## src/rtl/sample_pkg.sv

```systemverilog
// Shared types for the sample framer and the downstream distributor.
package sample_pkg;

   localparam int unsigned DW    = 8;
   localparam int unsigned NLANE = 10;
   localparam int unsigned CW    = 4;

   typedef logic [DW-1:0]    sample_t;
   typedef sample_t          frame_t [NLANE];
   typedef logic [NLANE-1:0] lane_mask_t;
   typedef logic [CW-1:0]    count_t;

   typedef enum logic {EMPTY, FILL} fill_state_e;

   // Lane k is set iff k < n (lanes carrying data when n samples are held).
   function automatic lane_mask_t fill_mask(input count_t n);
      lane_mask_t m;
      m = '0;
      for (int unsigned k = 0; k < NLANE; k++) begin
         m[k] = (count_t'(k) < n);
      end
      return m;
   endfunction

endpackage

```

## src/rtl/sample_framer_if.sv

```systemverilog
// Sample stream in / published frame out bundle of the sample framer.
interface sample_framer_if;
   import sample_pkg::*;

   logic             i_valid;
   sample_t          i_data;
   logic             o_ready;
   logic             i_flush;
   sample_t          o_D0, o_D1, o_D2, o_D3, o_D4;
   sample_t          o_D5, o_D6, o_D7, o_D8, o_D9;
   lane_mask_t       o_start;
   logic             o_busy;

   modport master (
      output i_valid, i_data, i_flush,
      input  o_ready, o_D0, o_D1, o_D2, o_D3, o_D4,
             o_D5, o_D6, o_D7, o_D8, o_D9, o_start, o_busy
   );

   modport slave (
      input  i_valid, i_data, i_flush,
      output o_ready, o_D0, o_D1, o_D2, o_D3, o_D4,
             o_D5, o_D6, o_D7, o_D8, o_D9, o_start, o_busy
   );

endinterface

```

## src/rtl/framer_idle_timer.sv

```systemverilog
// Saturating idle-cycle counter; tc flags that TIMEOUT idle cycles have elapsed.
// TIMEOUT = 0 disables the terminal count entirely.
module framer_idle_timer #(
   parameter int unsigned TIMEOUT = 1023
) (
   input  logic clk,
   input  logic rst,
   input  logic clr,
   input  logic en,
   output logic tc
);

   localparam int unsigned TW = (TIMEOUT < 2) ? 1 : $clog2(TIMEOUT + 1);

   logic [TW-1:0] cnt;

   // Count enabled idle cycles, hold at TIMEOUT, clear on request.
   always_ff @(posedge clk) begin
      if (rst || clr) begin
         cnt <= '0;
      end else if (en && (cnt != TW'(TIMEOUT))) begin
         cnt <= cnt + TW'(1);
      end
   end

   assign tc = (TIMEOUT != 0) && (cnt == TW'(TIMEOUT));

endmodule

```

## src/rtl/sample_framer.sv

```systemverilog
// sample_framer: collects serial samples into a 10-lane frame and publishes it
// with a per-lane start strobe. Partial frames go out on flush or idle timeout.
// Build option PARTIAL_ZERO_FILL_EN: unfilled lanes of a partial publish are
// zeroed; otherwise they keep the previous frame's values.
module sample_framer
   import sample_pkg::*;
#(
   parameter int unsigned TIMEOUT = 1023
) (
   input  logic            i_clk,
   input  logic            i_rst,
   sample_framer_if.slave  bus
);

   fill_state_e state_q;
   count_t      count_q, count_nxt;
   frame_t      shadow_q, shadow_nxt, d_q;
   lane_mask_t  start_q, pub_mask;
   logic        busy_q;
   logic        transfer, full_pub, flush_req, publish, tc;

   assign bus.o_ready = ~i_rst;
   assign transfer    = bus.i_valid & bus.o_ready;

   // A simultaneous sample is folded in before deciding what to publish.
   assign count_nxt = count_q + count_t'(transfer);
   assign full_pub  = (count_nxt == count_t'(NLANE));
   assign flush_req = bus.i_flush | tc;
   assign publish   = full_pub | (flush_req & (count_nxt != '0));
   assign pub_mask  = fill_mask(count_nxt);

   // Shadow buffer contents including this cycle's sample.
   always_comb begin
      shadow_nxt = shadow_q;
      if (transfer) begin
         shadow_nxt[count_q] = bus.i_data;
      end
   end

   framer_idle_timer #(
      .TIMEOUT (TIMEOUT)
   ) u_idle_timer (
      .clk (i_clk),
      .rst (i_rst),
      .clr (transfer | publish),
      .en  ((state_q == FILL) & ~transfer),
      .tc  (tc)
   );

   // Collection state, fill count and registered publish outputs.
   always_ff @(posedge i_clk) begin
      if (i_rst) begin
         state_q  <= EMPTY;
         count_q  <= '0;
         busy_q   <= 1'b0;
         start_q  <= '0;
         shadow_q <= '{default: '0};
         d_q      <= '{default: '0};
      end else begin
         start_q  <= '0;
         shadow_q <= shadow_nxt;
         if (publish) begin
            state_q <= EMPTY;
            count_q <= '0;
            busy_q  <= 1'b0;
            start_q <= pub_mask;
            for (int unsigned k = 0; k < NLANE; k++) begin
               if (pub_mask[k]) d_q[k] <= shadow_nxt[k];
`ifdef PARTIAL_ZERO_FILL_EN
               else d_q[k] <= '0;
`endif
            end
         end else begin
            state_q <= (count_nxt != '0) ? FILL : EMPTY;
            count_q <= count_nxt;
            busy_q  <= (count_nxt != '0);
         end
      end
   end

   assign bus.o_start = start_q;
   assign bus.o_busy  = busy_q;
   assign bus.o_D0    = d_q[0];
   assign bus.o_D1    = d_q[1];
   assign bus.o_D2    = d_q[2];
   assign bus.o_D3    = d_q[3];
   assign bus.o_D4    = d_q[4];
   assign bus.o_D5    = d_q[5];
   assign bus.o_D6    = d_q[6];
   assign bus.o_D7    = d_q[7];
   assign bus.o_D8    = d_q[8];
   assign bus.o_D9    = d_q[9];

endmodule
```

## src/flat_wrapper.sv

```systemverilog
// flat-port wrapper written by rule: the top's interface ports become plain ports
module sample_framer_flat import sample_pkg::*;
#(
   parameter int unsigned TIMEOUT = 1023
)
  (i_clk, i_rst, bus_i_valid, bus_i_data, bus_i_flush, bus_o_ready, bus_o_D0, bus_o_D1, bus_o_D2, bus_o_D3, bus_o_D4, bus_o_D5, bus_o_D6, bus_o_D7, bus_o_D8, bus_o_D9, bus_o_start, bus_o_busy);
  sample_framer_if bus_i ();
  input  logic i_clk;
  input  logic i_rst;
  input wire logic [$bits(bus_i.i_valid)-1:0] bus_i_valid;
  input wire logic [$bits(bus_i.i_data)-1:0] bus_i_data;
  input wire logic [$bits(bus_i.i_flush)-1:0] bus_i_flush;
  output wire logic [$bits(bus_i.o_ready)-1:0] bus_o_ready;
  output wire logic [$bits(bus_i.o_D0)-1:0] bus_o_D0;
  output wire logic [$bits(bus_i.o_D1)-1:0] bus_o_D1;
  output wire logic [$bits(bus_i.o_D2)-1:0] bus_o_D2;
  output wire logic [$bits(bus_i.o_D3)-1:0] bus_o_D3;
  output wire logic [$bits(bus_i.o_D4)-1:0] bus_o_D4;
  output wire logic [$bits(bus_i.o_D5)-1:0] bus_o_D5;
  output wire logic [$bits(bus_i.o_D6)-1:0] bus_o_D6;
  output wire logic [$bits(bus_i.o_D7)-1:0] bus_o_D7;
  output wire logic [$bits(bus_i.o_D8)-1:0] bus_o_D8;
  output wire logic [$bits(bus_i.o_D9)-1:0] bus_o_D9;
  output wire logic [$bits(bus_i.o_start)-1:0] bus_o_start;
  output wire logic [$bits(bus_i.o_busy)-1:0] bus_o_busy;
  assign bus_i.i_valid = bus_i_valid;
  assign bus_i.i_data = bus_i_data;
  assign bus_i.i_flush = bus_i_flush;
  assign bus_o_ready = bus_i.o_ready;
  assign bus_o_D0 = bus_i.o_D0;
  assign bus_o_D1 = bus_i.o_D1;
  assign bus_o_D2 = bus_i.o_D2;
  assign bus_o_D3 = bus_i.o_D3;
  assign bus_o_D4 = bus_i.o_D4;
  assign bus_o_D5 = bus_i.o_D5;
  assign bus_o_D6 = bus_i.o_D6;
  assign bus_o_D7 = bus_i.o_D7;
  assign bus_o_D8 = bus_i.o_D8;
  assign bus_o_D9 = bus_i.o_D9;
  assign bus_o_start = bus_i.o_start;
  assign bus_o_busy = bus_i.o_busy;
  sample_framer #(.TIMEOUT(TIMEOUT)) u_core (.i_clk(i_clk), .i_rst(i_rst), .bus(bus_i));
endmodule
```

## config.mk

```make
export PLATFORM = sky130hd
export DESIGN_NAME = sample_framer_flat
export DESIGN_NICKNAME = d
export VERILOG_FILES = /design/src/rtl/sample_pkg.sv /design/src/rtl/sample_framer_if.sv /design/src/rtl/framer_idle_timer.sv /design/src/rtl/sample_framer.sv /design/src/flat_wrapper.sv
export SDC_FILE = /design/constraint.sdc
export NUM_CORES = 1
export LEC_CHECK = 0
export CORE_MARGIN = 5
export CORE_UTILIZATION = 60
export CTS_BUF_LIST = sky130_fd_sc_hd__clkbuf_2 sky130_fd_sc_hd__clkbuf_4 sky130_fd_sc_hd__clkbuf_8
export CTS_CLUSTER_SIZE = 12
export DETAILED_ROUTE_END_ITERATION = 6
export GPL_ROUTABILITY_DRIVEN = 0
export PLACE_DENSITY = 0.89
export SLEW_MARGIN = 20
export SYNTH_ARGS = -nofsm -noshare
export SYNTH_HDL_FRONTEND = slang
export SYNTH_SLANG_ARGS = --single-unit
```

## constraint.sdc

```tcl
create_clock -name i_clk -period 4.3 [get_ports i_clk]
set_clock_uncertainty 0.1 [all_clocks]
set_input_delay 0.86 -clock i_clk [delete_from_list [all_inputs] [get_ports i_clk]]
set_output_delay 0.86 -clock i_clk [all_outputs]
set_load 0.02 [all_outputs]
```

==> impl_metrics.json <==
{
  "start_util_pct": 61.6,
  "post_cts_buffers": 0,
  "gr-usage-all-layers_pct": 24.6,
  "syn_nets": 753,
  "tritoncts": "built",
  "grt_overflow_total": 0,
  "vdd_ir_drop_max_uv": 303,
  "cts-resized-gates": 0,
  "layout.nets": 824,
  "critPathMaxStageDelay_ns": 0.58,
  "vias": 5729,
  "drtAntennaViolNets": 0,
  "crit_required_ns": 4.55,
  "ys_async_sr_fraction_pct": 0,
  "slew_viol_final": 0,
  "finalHoldViolations": 0,
  "seq_area_frac_synth_pct": 49.7,
  "worst-path-buf-inv": 2,
  "fillers": 837,
  "die_x_um": 121,
  "grt_pass1_vias": 5685,
  "status": "finished, final reports clean",
  "first_iter_violations": 473,
  "finalSetupViolations": 0,
  "synth_ff_type": "dfxtp_1",
  "crit_path_start_kind": "input port",
  "drive_above_1_share_pct": 15.8,
  "cts_made_buffers": 17,
  "fin_crit_sh_pct": 77.2,
  "dr.pass1.iters": 5,
  "yosys_warnings": 0,
  "area.sequential_um2": 3700,
  "die_y_um": 121,
  "clock_tree.htree_level_count": 4,
  "arrival_ns": 3.57,
  "syn_inst": 739,
  "antennaDiodeCount": 0,
  "hold_class": "reg -> reg",
  "routed_wl_um": 17800,
  "cellPowerDensity_nw_per_um2": 385,
  "coreArea_um2": 12100,
  "fmax_mhz": 301,
  "cp_max_fo": 17,
  "crit_type": "in -> reg",
  "clk_latency_ns": 0.46,
  "max-cap-violations": 0,
  "reg2reg_slack_ns": 1.07,
  "drc": 0,
  "cts_root_buf": "clkbuf_8",
  "cts_hold_buf": 0,
  "final_util_pct": 74.4,
  "io_buffer_count": 103,
  "syn2layout_area_growth_pct": 20.8,
  "vias_per_cell": 5.78,
  "crit_family": "simple AND/OR/NAND/NOR gates",
  "endpoint_kind": "flop",
  "syn_area_um2": 7460,
  "synth_edf_count": 0,
  "period_needed_ns": 3.32,
  "path_clk_slew_ns": 0.09,
  "syn_area_per_cell_um2": 10.1,
  "dp_hpwl_um": 11600,
  "die_area_um2": 14800,
  "slew_headroom_pct": 40.1,
  "finalHoldWorstSlack_ns": 0.362,
  "dp_slack_ns": 0.573,
  "crit_chain": "clkdlybuf4s50_1, buf_4, and4bb_1, nand3_4, nand2_2, a221o_1, mux2_4",
  "cts_buffer_depth": 2,
  "grt_pass1_wl_um": 28700,
  "finalWorstSetupSlack_ns": 0.982,
  "wire_per_inst_um": 17.9,
  "synth-seq-cells": 185,
  "num_io_pins": 104,
  "row_count": 40,
  "synth.distinct_cells": 59,
  "rsz0062_at_grt": "no",
  "grt_max_degree": 131,
  "clkSinkCount": 185,
  "cellLeakagePower_uw": 0.00335,
  "multi_input_area_um2": 3420,
  "antenna_found_initial": 1,
  "fin_setup_tns_ns": 0,
  "crit_path_top_delay_cell": "a221o_1",
  "worstMarginPinSlew_ns": 0.898,
  "finalPower_uw": 3460
}
==> cells by family (layout without fill, tap and decap cells) <==
| kind of cell | Yosys count | count (layout) | synth area share [%] |
|---|---|---|---|
| flip-flops | 185 | 185 | 49.7 |
| buffers and inverters | 68 | 152 | 4.55 |
| AO/OA/AOI/OAI | 121 | 121 | 11.1 |
| adder cells (fa/ha/maj) | 2 | 2 | 0.336 |
| XOR/XNOR | 14 | 14 | 2.00 |
| multiplexers | 90 | 90 | 13.4 |
| AND/OR/NAND/NOR | 259 | 259 | 18.9 |
==> cell usage in the layout (no fill, tap or decap), drive strengths merged, types with 2 or more instances in the layout <==
| cell type | Yosys | layout |
|---|---|---|
| ha | 2 | 2 |
| o211ai | 3 | 3 |
| and2 | 4 | 4 |
| nor2b | 58 | 58 |
| xor2 | 2 | 2 |
| nand3b | 2 | 2 |
| o21ai | 5 | 5 |
| mux2 | 56 | 56 |
| nor2 | 45 | 45 |
| clkbuf | 37 | 20 |
| a311oi | 17 | 17 |
| a211oi | 11 | 11 |
| clkinv | 0 | 3 |
| buf | 24 | 11 |
| a21oi | 74 | 74 |
| inv | 7 | 7 |
| mux2i | 34 | 34 |
| clkdlybuf4s50 | 0 | 102 |
| nor3 | 10 | 10 |
| xnor2 | 12 | 12 |
| and3 | 3 | 3 |
| dfxtp | 185 | 185 |
| nand3 | 54 | 54 |
| nor4 | 12 | 12 |
| nand4 | 4 | 4 |
| bufinv | 0 | 8 |
| nand2 | 59 | 59 |
==> final cells by class <==
type	instances	area share, %
clock buffer	20	3.06
multi-input combinational	486	37.9
clock inverter	12	2.96
tap	168	2.33
inverter	7	0.292
sequential	185	41.1
timing repair buffer	113	12.3
==> report_power, final <==
part	leakage [uW]	switching [uW]	internal, uW
clock network	0.000269	599	913
logic	0.00159	145	65.9
registers	0.00149	14.7	1730
==> state kept, by name, indices dropped and copies added, names as in the netlist <==
register and count:
u_core.u_idle_timer.cnt 10, u_core.bus.o_D0 8, u_core.bus.o_D3 8, u_core.bus.o_D6 8, u_core.bus.o_D4 8, u_core.bus.o_start 10, u_core.bus.o_D2 8, u_core.bus.o_D1 8
u_core.bus.o_D8 8, u_core.shadow_q 80, u_core.count_q 4, u_core.bus.o_D7 8, u_core.bus.o_busy 1, u_core.bus.o_D9 8, u_core.bus.o_D5 8
==> worst register-to-register path: stages, from the launching register on <==
cell     delay [ns]
dfxtp_1        0.81
and3b_1        0.33
ha_1           0.30
xor2_1         0.45
nor3_2         0.16
a221o_1        0.59
mux2_4         0.38
==> cell usage after synthesis, types with 8 or more instances <==
cell type | n | share of area (%)
clkbuf_1 | 37 | 1.9
a311oi_1 | 16 | 1.9
nor2b_1 | 58 | 4.9
nand2_1 | 58 | 2.9
xnor2_1 | 10 | 1.2
mux2i_1 | 34 | 4.6
dfxtp_1 | 185 | 50
mux2_2 | 48 | 7.2
nor2_1 | 44 | 2.2
mux2_4 | 8 | 1.6
a211oi_1 | 10 | 1.0
nor3_1 | 9 | 0.60
nand3_1 | 53 | 3.6
a21oi_1 | 74 | 5.0
==> path summary, 6_finish.rpt <==
kind	startpoint	to	cells past startpoint
worst max-delay path	bus_i_valid	u_core.bus.o_D1[2]$_SDFFE_PP0P_	7
worst min-delay path	u_core.shadow_q[24]$_SDFF_PP0_	u_core.shadow_q[24]$_SDFF_PP0_	2
worst max register to register	u_core.count_q[0]$_SDFF_PP0_	u_core.bus.o_D1[2]$_SDFFE_PP0P_	6
worst min register to register	u_core.shadow_q[24]$_SDFF_PP0_	u_core.shadow_q[24]$_SDFF_PP0_	2
==> per-stage QoR <==
stage / cells / area [um^2]
final: 991 / 9010
after floorplan: 739 / 7460
after CTS: 991 / 9000
after global routing: 991 / 9010
after global placement: 959 / 8460
after detailed placement: 959 / 8460
==> routing by layer <==
metal	global-route usage, %	part of all wire (%)
met1	30.7	42
met2	40.6	48
met3	6.81	7.3
met4	9.31	1.9
met5	0	0.11
Note: power is estimated with default switching activity, not from simulation.
